--- src/rtl/bin2bcd4_seq_pkg.sv ---
// Shared constants and state encoding for the sequential binary-to-BCD
// converter (double dabble) that feeds the 4-digit 7-segment driver.
package bin2bcd4_seq_pkg;
   localparam int BCD_W  = 4;     // bits per BCD digit
   localparam int NDIG   = 4;     // number of output digits
   localparam int MAXVAL = 9999;  // largest value representable in NDIG digits

   // 2'd3 is unused and decodes back to IDLE in the FSM.
   typedef enum logic [1:0] {
      ST_IDLE  = 2'd0,
      ST_SHIFT = 2'd1,
      ST_DONE  = 2'd2
   } state_t;
endpackage

--- src/rtl/bin2bcd4_seq_if.sv ---
// Request/result bundle of bin2bcd4_seq.
//   start  : conversion request (producer -> converter)
//   bin    : unsigned value to convert, WIDTH bits
//   busy   : conversion in progress
//   done   : one-cycle pulse, digits just updated
//   ovf    : last committed input exceeded MAXVAL
//   dig0-3 : units, tens, hundreds, thousands (BCD)
interface bin2bcd4_seq_if import bin2bcd4_seq_pkg::*; #(
   parameter int WIDTH = 14
) ();
   logic             start;
   logic [WIDTH-1:0] bin;
   logic             busy;
   logic             done;
   logic             ovf;
   logic [BCD_W-1:0] dig0;
   logic [BCD_W-1:0] dig1;
   logic [BCD_W-1:0] dig2;
   logic [BCD_W-1:0] dig3;

   modport master (output start, bin,
                   input  busy, done, ovf, dig0, dig1, dig2, dig3);
   modport slave  (input  start, bin,
                   output busy, done, ovf, dig0, dig1, dig2, dig3);
endinterface

--- src/rtl/bin2bcd4_seq_add3.sv ---
// Double-dabble nibble corrector: adds 3 to a BCD digit >= 5 so that the
// following left shift carries correctly into the next digit.
//   din  : work-register nibble
//   dout : corrected nibble (max 4'd12, never wraps)
module bcd_add3 (
   input  logic [3:0] din,
   output logic [3:0] dout
);
   assign dout = (din >= 4'd5) ? din + 4'd3 : din;
endmodule

--- src/rtl/bin2bcd4_seq.sv ---
// Sequential binary-to-BCD converter. One iteration per clock: correct all
// work nibbles, then shift {bcd, shift} left by one. Results are committed
// to the digit registers only at the end, so the display never sees
// intermediate values.
//   ck  : clock, rising edge
//   R   : asynchronous active-low reset
//   bus : slave side of bin2bcd4_seq_if (start/bin in, busy/done/ovf/dig out)
module bin2bcd4_seq import bin2bcd4_seq_pkg::*; #(
   parameter int WIDTH = 14
) (
   input logic           ck,
   input logic           R,
   bin2bcd4_seq_if.slave bus
);
   localparam int CW = $clog2(WIDTH + 1);
   localparam int BW = BCD_W * NDIG;

   state_t                        state_q, state_d;
   logic [WIDTH-1:0]              shift_q;
   logic [BW-1:0]                 bcd_q, bcd_adj;
   logic [CW-1:0]                 cnt_q;
   logic                          ovf_n_q, ovf_q, done_q;
   logic [NDIG-1:0][BCD_W-1:0]    dig_q;
   logic                          over, last;
   logic [WIDTH-1:0]              bin_sat;

   // Clamp in 32-bit space so narrow WIDTH values compare correctly.
   assign over    = 32'(bus.bin) > MAXVAL;
   assign bin_sat = over ? WIDTH'(MAXVAL) : bus.bin;
   assign last    = (cnt_q == CW'(WIDTH - 1));

   for (genvar g = 0; g < NDIG; g++) begin : g_add3
      bcd_add3 u_add3 (
         .din  (bcd_q[g*BCD_W +: BCD_W]),
         .dout (bcd_adj[g*BCD_W +: BCD_W])
      );
   end

   always_ff @(posedge ck or negedge R) begin
      if (!R) state_q <= ST_IDLE;
      else    state_q <= state_d;
   end

   always_comb begin
      state_d = state_q;
      case (state_q)
         ST_IDLE:  if (bus.start) state_d = ST_SHIFT;
         ST_SHIFT: if (last)      state_d = ST_DONE;
         ST_DONE:                 state_d = ST_IDLE;
         default:                 state_d = ST_IDLE;
      endcase
   end

   always_ff @(posedge ck or negedge R) begin
      if (!R) begin
         shift_q <= '0;
         bcd_q   <= '0;
         cnt_q   <= '0;
         ovf_n_q <= 1'b0;
         ovf_q   <= 1'b0;
         done_q  <= 1'b0;
         dig_q   <= '0;
      end else begin
         done_q <= 1'b0;
         case (state_q)
            ST_IDLE: if (bus.start) begin
               shift_q <= bin_sat;
               ovf_n_q <= over;
               bcd_q   <= '0;
               cnt_q   <= '0;
            end
            ST_SHIFT: begin
               // Corrected BCD and binary shift as one wide register.
               {bcd_q, shift_q} <= {bcd_adj[BW-2:0], shift_q, 1'b0};
               cnt_q            <= cnt_q + CW'(1);
            end
            ST_DONE: begin
               dig_q  <= bcd_q;
               ovf_q  <= ovf_n_q;
               done_q <= 1'b1;
            end
            default: ;
         endcase
      end
   end

   // busy covers SHIFT and DONE; done is registered and rises as busy falls.
   assign bus.busy = (state_q == ST_SHIFT) || (state_q == ST_DONE);
   assign bus.done = done_q;
   assign bus.ovf  = ovf_q;
   assign bus.dig0 = dig_q[0];
   assign bus.dig1 = dig_q[1];
   assign bus.dig2 = dig_q[2];
   assign bus.dig3 = dig_q[3];
endmodule

--- src/flat_wrapper.sv ---
// flat-port wrapper written by rule: the top's interface ports become plain ports
module bin2bcd4_seq_flat import bin2bcd4_seq_pkg::*;
#(
   parameter int WIDTH = 14
)
  (ck, R, bus_start, bus_bin, bus_busy, bus_done, bus_ovf, bus_dig0, bus_dig1, bus_dig2, bus_dig3);
  bin2bcd4_seq_if #(.WIDTH(WIDTH)) bus_i ();
  input logic ck;
  input logic R;
  input wire logic [$bits(bus_i.start)-1:0] bus_start;
  input wire logic [$bits(bus_i.bin)-1:0] bus_bin;
  output wire logic [$bits(bus_i.busy)-1:0] bus_busy;
  output wire logic [$bits(bus_i.done)-1:0] bus_done;
  output wire logic [$bits(bus_i.ovf)-1:0] bus_ovf;
  output wire logic [$bits(bus_i.dig0)-1:0] bus_dig0;
  output wire logic [$bits(bus_i.dig1)-1:0] bus_dig1;
  output wire logic [$bits(bus_i.dig2)-1:0] bus_dig2;
  output wire logic [$bits(bus_i.dig3)-1:0] bus_dig3;
  assign bus_i.start = bus_start;
  assign bus_i.bin = bus_bin;
  assign bus_busy = bus_i.busy;
  assign bus_done = bus_i.done;
  assign bus_ovf = bus_i.ovf;
  assign bus_dig0 = bus_i.dig0;
  assign bus_dig1 = bus_i.dig1;
  assign bus_dig2 = bus_i.dig2;
  assign bus_dig3 = bus_i.dig3;
  bin2bcd4_seq #(.WIDTH(WIDTH)) u_core (.ck(ck), .R(R), .bus(bus_i));
endmodule
--- config.mk ---
export PLATFORM = sky130hd
export DESIGN_NAME = bin2bcd4_seq_flat
export DESIGN_NICKNAME = d
export VERILOG_FILES = /design/src/rtl/bin2bcd4_seq_pkg.sv /design/src/rtl/bin2bcd4_seq_if.sv /design/src/rtl/bin2bcd4_seq_add3.sv /design/src/rtl/bin2bcd4_seq.sv /design/src/flat_wrapper.sv
export SDC_FILE = /design/constraint.sdc
export NUM_CORES = 1
export LEC_CHECK = 0
export BUFFER_PORTS_ARGS = -buffer_cell sky130_fd_sc_hd__buf_4
export CAP_MARGIN = 20
export CORE_ASPECT_RATIO = 2
export CORE_MARGIN = 4
export CORE_UTILIZATION = 50
export CTS_BUF_LIST = sky130_fd_sc_hd__clkbuf_4 sky130_fd_sc_hd__clkbuf_8
export CTS_CLUSTER_DIAMETER = 120
export DETAILED_ROUTE_END_ITERATION = 12
export GPL_TIMING_DRIVEN = 0
export PLACE_DENSITY_LB_ADDON = 0.15
export SLEW_MARGIN = 0
export SYNTH_ARGS = -nofsm -noshare
export SYNTH_HDL_FRONTEND = slang
export SYNTH_SLANG_ARGS = --single-unit
export TNS_END_PERCENT = 100
--- constraint.sdc ---
create_clock -name ck -period 2 [get_ports ck]
set_clock_uncertainty 0.1 [all_clocks]
set_input_delay 0.1 -clock ck [delete_from_list [all_inputs] [get_ports ck]]
set_output_delay 0.1 -clock ck [all_outputs]
set_load 0.02 [all_outputs]
==> qor_table.md, run 1 <==
| Parameter | Reported |
| --- | --- |
| Outcome | finished, final reports clean |
| Via count normalized by instance count | 5.58 |
| Post-route clock period utilization | 90.7% |
| Category of the worst setup path capture point | flop |
| Signal arrival time at the worst endpoint | 1.91 ns |
| Final routed wire length divided by cell count | 15.4 um |
| Worst r2r path cells | 8 |
| Number of instances on the worst hold path | 3 |
| Capture endpoint of the worst hold path | u_core.shift_q[0]$_DFFE_PN0P_ |
| Final setup violation count | 0 |
| Count of fill cells added during filler insertion | 453 |
| Worst setup SP type | flop |
| TritonCTS clock tree | built |
| Area used by sequential logic in the layout | 1380 um^2 |
| Core ar. | 4950 um^2 |
| Relative max-transition margin | 54.6% |
| Number of antenna violations at the first check in global routing | 0 |
| Synthesized area | 2600 um^2 |
| Hold wc startpoint | bus_bin[0] |
| EDFF count, synth | 0 |
| Bufs on Longest Clock Path | 2 |
| Share of layout cells above drive strength 1 | 27.0% |
| Number of global-route vias before repair | 1996 |
| Commonest non-fill, non-tap cells in the layout | 55 x sky130_fd_sc_hd__dfrtp_1, 36 x sky130_fd_sc_hd__buf_4, 21 x sky130_fd_sc_hd__mux2_2 |
| Async SR Flop Fraction | 100% |
| H-tree Lvls | 2 |
| Yosys top cell area share | 52.9% |
| Cell at the root of the clock tree | sky130_fd_sc_hd__clkbuf_8 |
| Worst Max-Slew Pin Slew | 0.681 ns |
| Post-placement cell area | 2940 um^2 |
| Die area | 6490 um^2 |
| Power density of the placed cells | 1150 nW/um^2 |
| Final Instance Area | 3110 um^2 |
| Final global-route overflow total | 0 |
| Routability congestion estimate from global placement | 0.764 |
| Layout overhead on the synthesized area | 19.7% |
| Number of register bits inferred by synthesis | 55 |
| Min Clock Period, post-route | 1.81 ns |
| Leakage power | 1.45 nW |
| Initial cell density of the core | 52.5% |
| Reg-to-reg slack, setup | 0.19 ns |
| Clk_lat worst skew | 0.30 ns |
| Cell-by-cell listing of the critical path | inv_1, ha_1, buf_4, inv_4, o21ai_4, buf_6, o31ai_1, a32o_1 |
| Largest cells by area after synthesis | sky130_fd_sc_hd__dfrtp_1 53%, sky130_fd_sc_hd__mux2_2 9.1%, sky130_fd_sc_hd__ha_1 6.3% |
| Stage delay of the slowest cell on the critical path | 0.40 ns |
| CP max stage cell | sky130_fd_sc_hd__dfrtp_1 |
| Worst Path Required | 2.09 ns |
| Most frequent standard cell in the layout excluding fill and tap cells | sky130_fd_sc_hd__dfrtp_1 |
| Count of different cell masters after synthesis | 35 |
| Starting DRC count in detailed routing | 45 |
| Maximum resistive drop on vdd | 0.000956 V |
| Final Slew Violations | 0 |
| Maximum Capacitance Violations | 0 |
| Ports | 36 |
| Peak Freq | 551 MHz |
| Post-CTS Setup Repair Bufs | 0 |
| Synthesis warning total | 0 |
| Register clock-pin slew on the reported worst setup and hold paths | 0.09 ns |
| Total routing resource utilization after global routing | 17.9% |
| Maximum number of pins on one net before global-route repair | 56 |
| Post-synth top flop | sky130_fd_sc_hd__dfrtp_1 |
| Total routed wirelength | 5190 um |
| First-pass detailed-route iteration total | 4 |
| Area occupied by multi-input gates | 1140 um^2 |
| Launch point of the worst reg-to-reg path | u_core.state_q[1]$_DFFE_PN0P_ |
| Number of nets in the layout | 312 |
| Number of hold violations in the final report | 0 |
| Cell Rows | 36 |
| Final setup slack of the worst path | 0.187 ns |
| Net count after synthesis | 261 |
| Diode insertion count for antenna repair | 0 |
| Mean Syn Cell Area | 11.3 um^2 |
| Height of the die | 110 um |
| Worst-path fanout max | 10 |
| Sequential share of the synthesized area | 52.9% |
| Number of I/O port buffers | 35 |
| First-pass GRT wire length | 8950 um |
| Worst min-delay path category | primary input to flop |
| Reg-to-reg critical path endpoint | u_core.bcd_q[11]$_DFFE_PN0P_ |
| Detailed-route DRC error count | 0 |
| Cell count after synthesis | 231 |
| Sinks on Clock Net | 55 |
| Unrepaired setup endpoints after global routing | no |
| Most area-hungry cell type in the Yosys netlist | sky130_fd_sc_hd__dfrtp_1 |
| Number of antenna-violating nets in the routed design | 0 |
| Post-route setup TNS | 0 ns |
| Post-place setup slack | 0.0839 ns |
| Via total after detailed routing | 1886 |
| Die Span X | 59 um |
| DPL Wire Length | 3710 um |
| Worst Path Class, Setup | flop to flop |
| Number of clock buffers inserted by TritonCTS | 5 |
[synth_stat cells, types with 4 or more instances]
cell / count
sky130_fd_sc_hd__dfrtp_1: 55
sky130_fd_sc_hd__mux2_2: 21
sky130_fd_sc_hd__nor2_1: 18
sky130_fd_sc_hd__nand2_1: 16
sky130_fd_sc_hd__o21ai_0: 15
sky130_fd_sc_hd__a21oi_1: 13
sky130_fd_sc_hd__ha_1: 13
sky130_fd_sc_hd__inv_1: 11
sky130_fd_sc_hd__o22ai_1: 8
sky130_fd_sc_hd__buf_2: 5
sky130_fd_sc_hd__nand2b_1: 5
sky130_fd_sc_hd__o31ai_1: 5
sky130_fd_sc_hd__a221oi_1: 4
sky130_fd_sc_hd__a32o_1: 4
sky130_fd_sc_hd__xnor2_1: 4
[routing by layer]
layer,part of all wire [%],global-route usage (%),vias up
met5,0,0,-
met4,2.9,7.62,0
met3,3.0,2.80,11
met2,55,32.7,38
met1,39,20.0,912
li1,-,-,925
[per-stage QoR]
| stage | hold slack, ns | total power [W] | utilization, % | instances |
|---|---|---|---|---|
| 2_1_floorplan | -0.296 | 0.00259 | - | 231 |
| 3_3_place_gp | 0.0891 | 0.00297 | 59.2 | 323 |
| 3_5_place_dp | 0.0904 | 0.00299 | 59.2 | 323 |
| 4_1_cts | 0.00569 | 0.00358 | 62.6 | 338 |
| 5_1_grt | 0.0119 | 0.00383 | 62.8 | 338 |
| 6_report | 0.0144 | 0.00357 | 62.8 | 338 |
[flip-flops by register name (all words and copies together), names as in the netlist]
| register | count |
|---|---|
| u_core.bcd_q | 16 |
| u_core.bus.done | 1 |
| u_core.bus.dig0 | 4 |
| u_core.shift_q | 14 |
| u_core.bus.dig3 | 4 |
| u_core.cnt_q | 4 |
| u_core.bus.dig2 | 4 |
| u_core.bus.ovf | 1 |
| u_core.state_q | 2 |
| u_core.bus.dig1 | 4 |
| u_core.ovf_n_q | 1 |
[critical path, delay by kind of cell, from the launching register on]
kind                       cells  cell delay, ns
AOI/OAI and AO/OA              3            0.56
buffers and inverters          4            0.51
DFF                            1            0.40
adders and majority gates      1            0.14
[worst max-delay path by stage]
stage	start	endpoint	slack [ns]	cells past startpoint
detailed placement	u_core.state_q[1]$_DFFE_PN0P_	u_core.bcd_q[8]$_DFFE_PN0P_	0.08	7
CTS	u_core.state_q[1]$_DFFE_PN0P_	u_core.bcd_q[8]$_DFFE_PN0P_	0.07	7
global route	u_core.state_q[1]$_DFFE_PN0P_	u_core.cnt_q[3]$_DFFE_PN0P_	0.05	7
global placement	u_core.state_q[1]$_DFFE_PN0P_	u_core.bcd_q[4]$_DFFE_PN0P_	0.07	7
finish	u_core.state_q[1]$_DFFE_PN0P_	u_core.bcd_q[11]$_DFFE_PN0P_	0.19	8
floorplan	u_core.state_q[1]$_DFFE_PN0P_	u_core.bcd_q[11]$_DFFE_PN0P_	0.33	8
[power breakdown]
group	internal (W)	switching [W]	leakage, nW
logic	0.000596	0.000835	0.681
registers	0.00138	0.000190	0.726
clock network	0.000248	0.000325	0.0406
total	0.00222	0.00135	1.45
[cells by family after synthesis]
group	synth area share, %
xor+xnor	2.36
buf+inv	3.80
flops	52.9
fa+ha+maj	6.25
mux	9.86
compound gates	16.0
simple gates	8.85
[area by class of cell]
type | count | area share [%]
flip-flops and latches | 55 | 44.2
multi-input cells | 155 | 36.5
repair buffers | 44 | 11.3
clock buffers | 6 | 2.45
well taps | 57 | 2.29
plain buffers | 9 | 1.69
inverters | 12 | 1.53
[repair_timing]
action / 4_1_cts / 5_1_grt
hold buffers: 9 / 0
hold endpoints to repair: 63 / 0
gates resized for setup: 0 / 4
endpoints found under the setup margin: 0 / 11
No activity file was read; power rests on OpenSTA's default activity.
==> run 2: changes to the inputs <==
--- a/config.mk
+++ b/config.mk
@@ -7,7 +7,6 @@
 export LEC_CHECK = 0
 export BUFFER_PORTS_ARGS = -buffer_cell sky130_fd_sc_hd__buf_4
 export CAP_MARGIN = 20
-export CORE_ASPECT_RATIO = 2
 export CORE_MARGIN = 4
 export CORE_UTILIZATION = 50
 export CTS_BUF_LIST = sky130_fd_sc_hd__clkbuf_4 sky130_fd_sc_hd__clkbuf_8
==> run 2 against run 1 <==
Effect of this change: fmax down 2.0%; sequential share of layout area decreased by 0.68 points; sequential power about the same; design area increased by 1.6%; first-iteration DRC count grew 140%; utilization rose by 2.0 points; clock power increased by 18%; critical endpoint unchanged; highest routed layer unchanged.
==> qor_table.md, run 2 (synthesized netlist as in run 1, its figures left out) <==
| Parameter | Reported |
| --- | --- |
| Worst r2r path cells | 8 |
| Worst Max-Slew Pin Slew | 0.684 ns |
| Final global-route overflow total | 0 |
| Share of layout cells above drive strength 1 | 27.1% |
| Worst-path fanout max | 10 |
| Detailed-route DRC error count | 0 |
| Share of total power in sequential cells | 42.8% |
| Combinational share of power | 38.7% |
| Largest register FFs | 16 |
| Count of fill cells added during filler insertion | 410 |
| Clock share of power | 18.5% |
| Number of clock buffers inserted by TritonCTS | 5 |
| Relative max-transition margin | 54.4% |
| Power density of the placed cells | 1160 nW/um^2 |
| Die Span X | 80.1 um |
| Initial cell density of the core | 53.3% |
| Worst Path Class, Setup | flop to flop |
| DPL Wire Length | 3560 um |
| Via total after detailed routing | 1891 |
| Clk_lat worst skew | 0.30 ns |
| Register clock-pin slew on the reported worst setup and hold paths | 0.09 ns |
| Final Instance Area | 3160 um^2 |
| First-pass detailed-route iteration total | 4 |
| Number of antenna-violating nets in the routed design | 0 |
| Maximum Capacitance Violations | 0 |
| Peak Freq | 540 MHz |
| Cell at the root of the clock tree | sky130_fd_sc_hd__clkbuf_8 |
| Height of the die | 80.1 um |
| Total routed wirelength | 5110 um |
| Leakage power | 1.46 nW |
| Core ar. | 4880 um^2 |
| Launch point of the worst reg-to-reg path | u_core.state_q[1]$_DFFE_PN0P_ |
| Die area | 6420 um^2 |
| Final Slew Violations | 0 |
| Number of global-route vias before repair | 1874 |
| Starting DRC count in detailed routing | 109 |
| Commonest non-fill, non-tap cells in the layout | 55 x sky130_fd_sc_hd__dfrtp_1, 36 x sky130_fd_sc_hd__buf_4, 21 x sky130_fd_sc_hd__mux2_2 |
| Area used by sequential logic in the layout | 1380 um^2 |
| Outcome | finished, final reports clean |
| Post-route setup TNS | 0 ns |
| Post-placement cell area | 2950 um^2 |
| Category of the worst setup path capture point | flop |
| Worst setup SP type | flop |
| Number of antenna violations at the first check in global routing | 0 |
| Capture endpoint of the worst hold path | u_core.shift_q[10]$_DFFE_PN0P_ |
| Total power | 0.00366 W |
| Most frequent standard cell in the layout excluding fill and tap cells | sky130_fd_sc_hd__dfrtp_1 |
| Number of I/O port buffers | 35 |
| Min Clock Period, post-route | 1.85 ns |
| Ports | 36 |
| Routability congestion estimate from global placement | 0.828 |
| Switch Pwr | 0.00135 W |
| Reg-to-reg critical path endpoint | u_core.bcd_q[11]$_DFFE_PN0P_ |
| Worst Path Required | 2.09 ns |
| Via count normalized by instance count | 5.39 |
| Cell Rows | 25 |
| Worst min-delay path category | primary input to flop |
| Bufs on Longest Clock Path | 2 |
| Number of hold violations in the final report | 0 |
| Maximum resistive drop on vdd | 0.000577 V |
| Register containing the most flip-flops in the final layout | u_core.bcd_q |
| Maximum number of pins on one net before global-route repair | 56 |
| Number of non-filler instances in the completed layout | 351 |
| Fin Hold WS | 0.0121 ns |
| Signal arrival time at the worst endpoint | 1.94 ns |
| TritonCTS clock tree | built |
| Internal cell power | 0.00230 W |
| Number of nets in the layout | 313 |
| Sinks on Clock Net | 55 |
| Total routing resource utilization after global routing | 17.9% |
| Diode insertion count for antenna repair | 0 |
| Layout overhead on the synthesized area | 21.5% |
| Share of total power consumed by net switching | 37.0% |
| Reg-to-reg slack, setup | 0.15 ns |
| Final setup violation count | 0 |
| H-tree Lvls | 2 |
| Placed cell count | 333 |
| Post-route clock period utilization | 92.5% |
| Hold wc startpoint | bus_bin[10] |
| Number of instances on the worst hold path | 3 |
| Registers with the most flip-flops | u_core.bcd_q (16), u_core.shift_q (14) |
| First-pass GRT wire length | 8960 um |
| Final routed wire length divided by cell count | 14.6 um |
| Area occupied by multi-input gates | 1140 um^2 |
## run 2: changes by cell type in the layout (fill, tap and decap cells not counted), sizes merged
| cell | change |
|---|---|
| dlygate4sd3 | +1 |
| clkbuf | +2 |
## run 2: worst max path at each step
stage | start | end | slack (ns)
6_report | u_core.state_q[1]$_DFFE_PN0P_ | u_core.bcd_q[11]$_DFFE_PN0P_ | 0.15
5_1_grt | u_core.state_q[0]$_DFFE_PN0P_ | u_core.bcd_q[2]$_DFFE_PN0P_ | -0.002
4_1_cts | u_core.state_q[1]$_DFFE_PN0P_ | u_core.bcd_q[11]$_DFFE_PN0P_ | 0.04
3_5_place_dp | u_core.state_q[1]$_DFFE_PN0P_ | u_core.bcd_q[11]$_DFFE_PN0P_ | 0.09
3_3_place_gp | u_core.state_q[1]$_DFFE_PN0P_ | u_core.bcd_q[11]$_DFFE_PN0P_ | 0.08
2_1_floorplan | u_core.state_q[1]$_DFFE_PN0P_ | u_core.bcd_q[11]$_DFFE_PN0P_ | 0.33
## run 2: timing repair
action / 4_1_cts / 5_1_grt
endpoints found under the setup margin: 0 / 16
hold buffers: 10 / 0
gates resized for setup: 0 / 2
endpoints found under the hold margin: 64 / 0
setup buffers: 0 / 0
## run 2: area by class of cell
| type | count | area share (%) |
|---|---|---|
| Inverter | 12 | 1.50 |
| Timing Repair Buffer | 45 | 11.5 |
| Clock buffer | 8 | 3.28 |
| Buffer | 9 | 1.62 |
| Sequential cell | 55 | 43.5 |
| Tap cell | 67 | 2.65 |
| Multi-Input combinational cell | 155 | 35.9 |
## run 2: worst max-delay path, stage by stage, from the launching register on
cell                      delay, ns
sky130_fd_sc_hd__dfrtp_1       0.41
sky130_fd_sc_hd__inv_1         0.08
sky130_fd_sc_hd__ha_1          0.14
sky130_fd_sc_hd__buf_4         0.16
sky130_fd_sc_hd__inv_4         0.08
sky130_fd_sc_hd__o21ai_4       0.29
sky130_fd_sc_hd__buf_6         0.20
sky130_fd_sc_hd__o31ai_1       0.08
sky130_fd_sc_hd__a32o_1        0.21
## run 2: metrics by stage
| step | utilization (%) | setup slack (ns) |
|---|---|---|
| after floorplan | - | 0.331 |
| after global placement | 60.4 | 0.0789 |
| after detailed placement | 60.4 | 0.0857 |
| after CTS | 64.6 | 0.0442 |
| after global routing | 64.8 | -0.00247 |
| final | 64.8 | 0.150 |
## run 2: per-layer routing
metal / global-route usage [%] / vias up / wire, um
li1: - / 935 / -
met1: 26.1 / 902 / 2480
met2: 27.2 / 49 / 2370
met3: 3.25 / 5 / 208
met4: 5.07 / 0 / 51
met5: 0 / - / 0
## run 2: power by group through the flow
stage	sequential (W)	combinational, W	clock (W)
2_1_floorplan	0.00156	0.00103	0
5_1_grt	0.00161	0.00162	0.000741
6_report	0.00157	0.00142	0.000675
4_1_cts	0.00156	0.00141	0.000694
3_5_place_dp	0.00159	0.00138	0
3_3_place_gp	0.00158	0.00136	0
==> run 3: changes to the inputs <==
--- a/config.mk
+++ b/config.mk
@@ -5,7 +5,7 @@
 export SDC_FILE = /design/constraint.sdc
 export NUM_CORES = 1
 export LEC_CHECK = 0
-export BUFFER_PORTS_ARGS = -buffer_cell sky130_fd_sc_hd__buf_4
+export BUFFER_PORTS_ARGS = -buffer_cell sky130_fd_sc_hd__buf_2
 export CAP_MARGIN = 20
 export CORE_MARGIN = 4
 export CORE_UTILIZATION = 50
==> run 3 against run 2 <==
Effect of this change: die area unchanged; fmax rose by 0.63%; utilization is 1.5 points lower; via count is 1.1% higher; cell count unchanged; first-iteration DRC count decreased by 44%; total power down 1.3%; count of clock-buffer cells in the layout decreased by 2; register-to-register slack about the same; sequential cell count did not move.
==> qor_table.md, run 3 (synthesized netlist as in run 1, its figures left out) <==
| Parameter | Reported |
| --- | --- |
| Category of the worst setup path capture point | flop |
| Number of antenna violations at the first check in global routing | 0 |
| Register containing the most flip-flops in the final layout | u_core.bcd_q |
| Die area | 6420 um^2 |
| Total routed wirelength | 5210 um |
| Detailed-route DRC error count | 0 |
| Leakage power | 1.46 nW |
| Relative max-transition margin | 64.6% |
| Sinks on Clock Net | 55 |
| Worst min-delay path category | primary input to flop |
| Bufs on Longest Clock Path | 2 |
| Post-route clock period utilization | 91.9% |
| First-pass GRT wire length | 9260 um |
| Switch Pwr | 0.00137 W |
| Final global-route overflow total | 0 |
| DPL Wire Length | 3800 um |
| Commonest non-fill, non-tap cells in the layout | 55 x sky130_fd_sc_hd__dfrtp_1, 40 x sky130_fd_sc_hd__buf_2, 21 x sky130_fd_sc_hd__mux2_2 |
| H-tree Lvls | 2 |
| Clock share of power | 17.1% |
| Min Clock Period, post-route | 1.84 ns |
| Final routed wire length divided by cell count | 14.8 um |
| Number of global-route vias before repair | 1903 |
| Signal arrival time at the worst endpoint | 1.94 ns |
| Number of hold violations in the final report | 0 |
| Met2 demand-to-capacity share in global routing | 28.6% |
| Number of clock buffers inserted by TritonCTS | 5 |
| Most frequent standard cell in the layout excluding fill and tap cells | sky130_fd_sc_hd__dfrtp_1 |
| Launch point of the worst reg-to-reg path | u_core.state_q[1]$_DFFE_PN0P_ |
| Worst Path Required | 2.10 ns |
| Hold wc startpoint | bus_bin[10] |
| Power density of the placed cells | 1170 nW/um^2 |
| Initial cell density of the core | 53.3% |
| Largest register FFs | 16 |
| Met3 GRT Util | 3.25% |
| Share of total power in sequential cells | 43.3% |
| Share of layout cells above drive strength 1 | 27.8% |
| Combinational share of power | 39.6% |
| Outcome | finished, final reports clean |
| Busiest metal layer after global routing | met2 |
| Core ar. | 4880 um^2 |
| Maximum Capacitance Violations | 0 |
| Area used by sequential logic in the layout | 1380 um^2 |
| Post-place setup slack | 0.0562 ns |
| Height of the die | 80.1 um |
| Maximum number of pins on one net before global-route repair | 34 |
| Diode insertion count for antenna repair | 0 |
| Routability congestion estimate from global placement | 0.827 |
| Post-route setup TNS | 0 ns |
| Number of antenna-violating nets in the routed design | 0 |
| Worst r2r path cells | 8 |
| Starting DRC count in detailed routing | 61 |
| Cell at the root of the clock tree | sky130_fd_sc_hd__clkbuf_8 |
| Count of fill cells added during filler insertion | 440 |
| Share of total power consumed by net switching | 37.9% |
| First-pass detailed-route iteration total | 4 |
| Final setup violation count | 0 |
| Met1 usage in global routing | 26.2% |
| Worst-path fanout max | 10 |
| Maximum resistive drop on vdd | 0.000635 V |
| Number of I/O port buffers | 35 |
| Unrepaired setup endpoints after global routing | no |
| Register clock-pin slew on the reported worst setup and hold paths | 0.09 ns |
| Final setup slack of the worst path | 0.161 ns |
| Post-CTS Setup Repair Bufs | 0 |
| Final Slew Violations | 0 |
| Peak Freq | 544 MHz |
| Via total after detailed routing | 1911 |
| Layout overhead on the synthesized area | 18.8% |
| Number of instances on the worst hold path | 3 |
| Clk_lat worst skew | 0.31 ns |
| Worst setup SP type | flop |
| Registers with the most flip-flops | u_core.bcd_q (16), u_core.shift_q (14) |
| Ports | 36 |
| Area occupied by multi-input gates | 1150 um^2 |
| TritonCTS clock tree | built |
| Final core utilization | 63.3% |
| Cell Rows | 25 |
| Number of nets in the layout | 314 |
| Total routing resource utilization after global routing | 18.5% |
| Worst Path Class, Setup | flop to flop |
| Die Span X | 80.1 um |
| Internal cell power | 0.00224 W |
| Worst Max-Slew Pin Slew | 0.530 ns |
| Origin of the worst setup path | u_core.state_q[1]$_DFFE_PN0P_ |
| Via count normalized by instance count | 5.44 |
run 3: final timing paths:
check | to | slack, ns
hold reg to reg | u_core.shift_q[11]$_DFFE_PN0P_ | 0.39
setup / recovery | u_core.bcd_q[11]$_DFFE_PN0P_ | 0.16
hold / removal | u_core.shift_q[10]$_DFFE_PN0P_ | 0.02
min in group asynchronous | u_core.shift_q[10]$_DFFE_PN0P_ | 0.19
max in group asynchronous | u_core.bus.dig2[0]$_DFFE_PN0P_ | 1.06
setup reg to reg | u_core.bcd_q[11]$_DFFE_PN0P_ | 0.16
run 3: metal layers:
metal  wire [um]  vias to the layer above  part of all wire, %
li1            -                      937                    -
met1        2510                      927                   48
met2        2410                       40                   46
met3         215                        7                  4.1
met4          78                        0                  1.5
met5           0                        -                    0
run 3: final cells by class:
class / instances / area share (%)
inverter: 12 / 1.54
sequential: 55 / 44.6
tap: 67 / 2.71
clock buffer: 6 / 2.67
buffer: 9 / 1.70
clock inverter: 1 / 0.162
multi-input combinational: 155 / 37.1
timing repair buffer: 46 / 9.56
run 3: critical path, cell delays in order, from the launching register on:
cell	delay, ns
sky130_fd_sc_hd__dfrtp_1	0.41
sky130_fd_sc_hd__inv_1	0.09
sky130_fd_sc_hd__ha_1	0.14
sky130_fd_sc_hd__buf_4	0.16
sky130_fd_sc_hd__inv_4	0.08
sky130_fd_sc_hd__o21ai_4	0.26
sky130_fd_sc_hd__buf_6	0.19
sky130_fd_sc_hd__o31ai_1	0.08
sky130_fd_sc_hd__a32o_1	0.21
run 3: repair_timing:
item | CTS | global route
endpoints found under the hold margin | 31 | 0
hold buffers | 10 | 0
endpoints found under the setup margin | 0 | 11
resized for setup | 0 | 6
run 3: per-stage QoR:
step | power [W] | hold WS (ns) | instances | cell area (um^2)
2_1_floorplan | 0.00259 | -0.296 | 231 | 2600
3_3_place_gp | 0.00292 | 0.218 | 333 | 2860
3_5_place_dp | 0.00297 | 0.0118 | 334 | 2880
4_1_cts | 0.00361 | 0.00391 | 351 | 3070
5_1_grt | 0.00391 | 0.0259 | 351 | 3090
6_report | 0.00361 | 0.0157 | 351 | 3090
run 3: power by group through the flow:
| stage | Clock [W] | Sequential, W | Combinational [W] |
|---|---|---|---|
| after CTS | 0.000643 | 0.00156 | 0.00140 |
| final | 0.000617 | 0.00156 | 0.00143 |
| after floorplan | 0 | 0.00156 | 0.00103 |
| after global routing | 0.000682 | 0.00161 | 0.00163 |
| after global placement | 0 | 0.00158 | 0.00134 |
| after detailed placement | 0 | 0.00159 | 0.00138 |
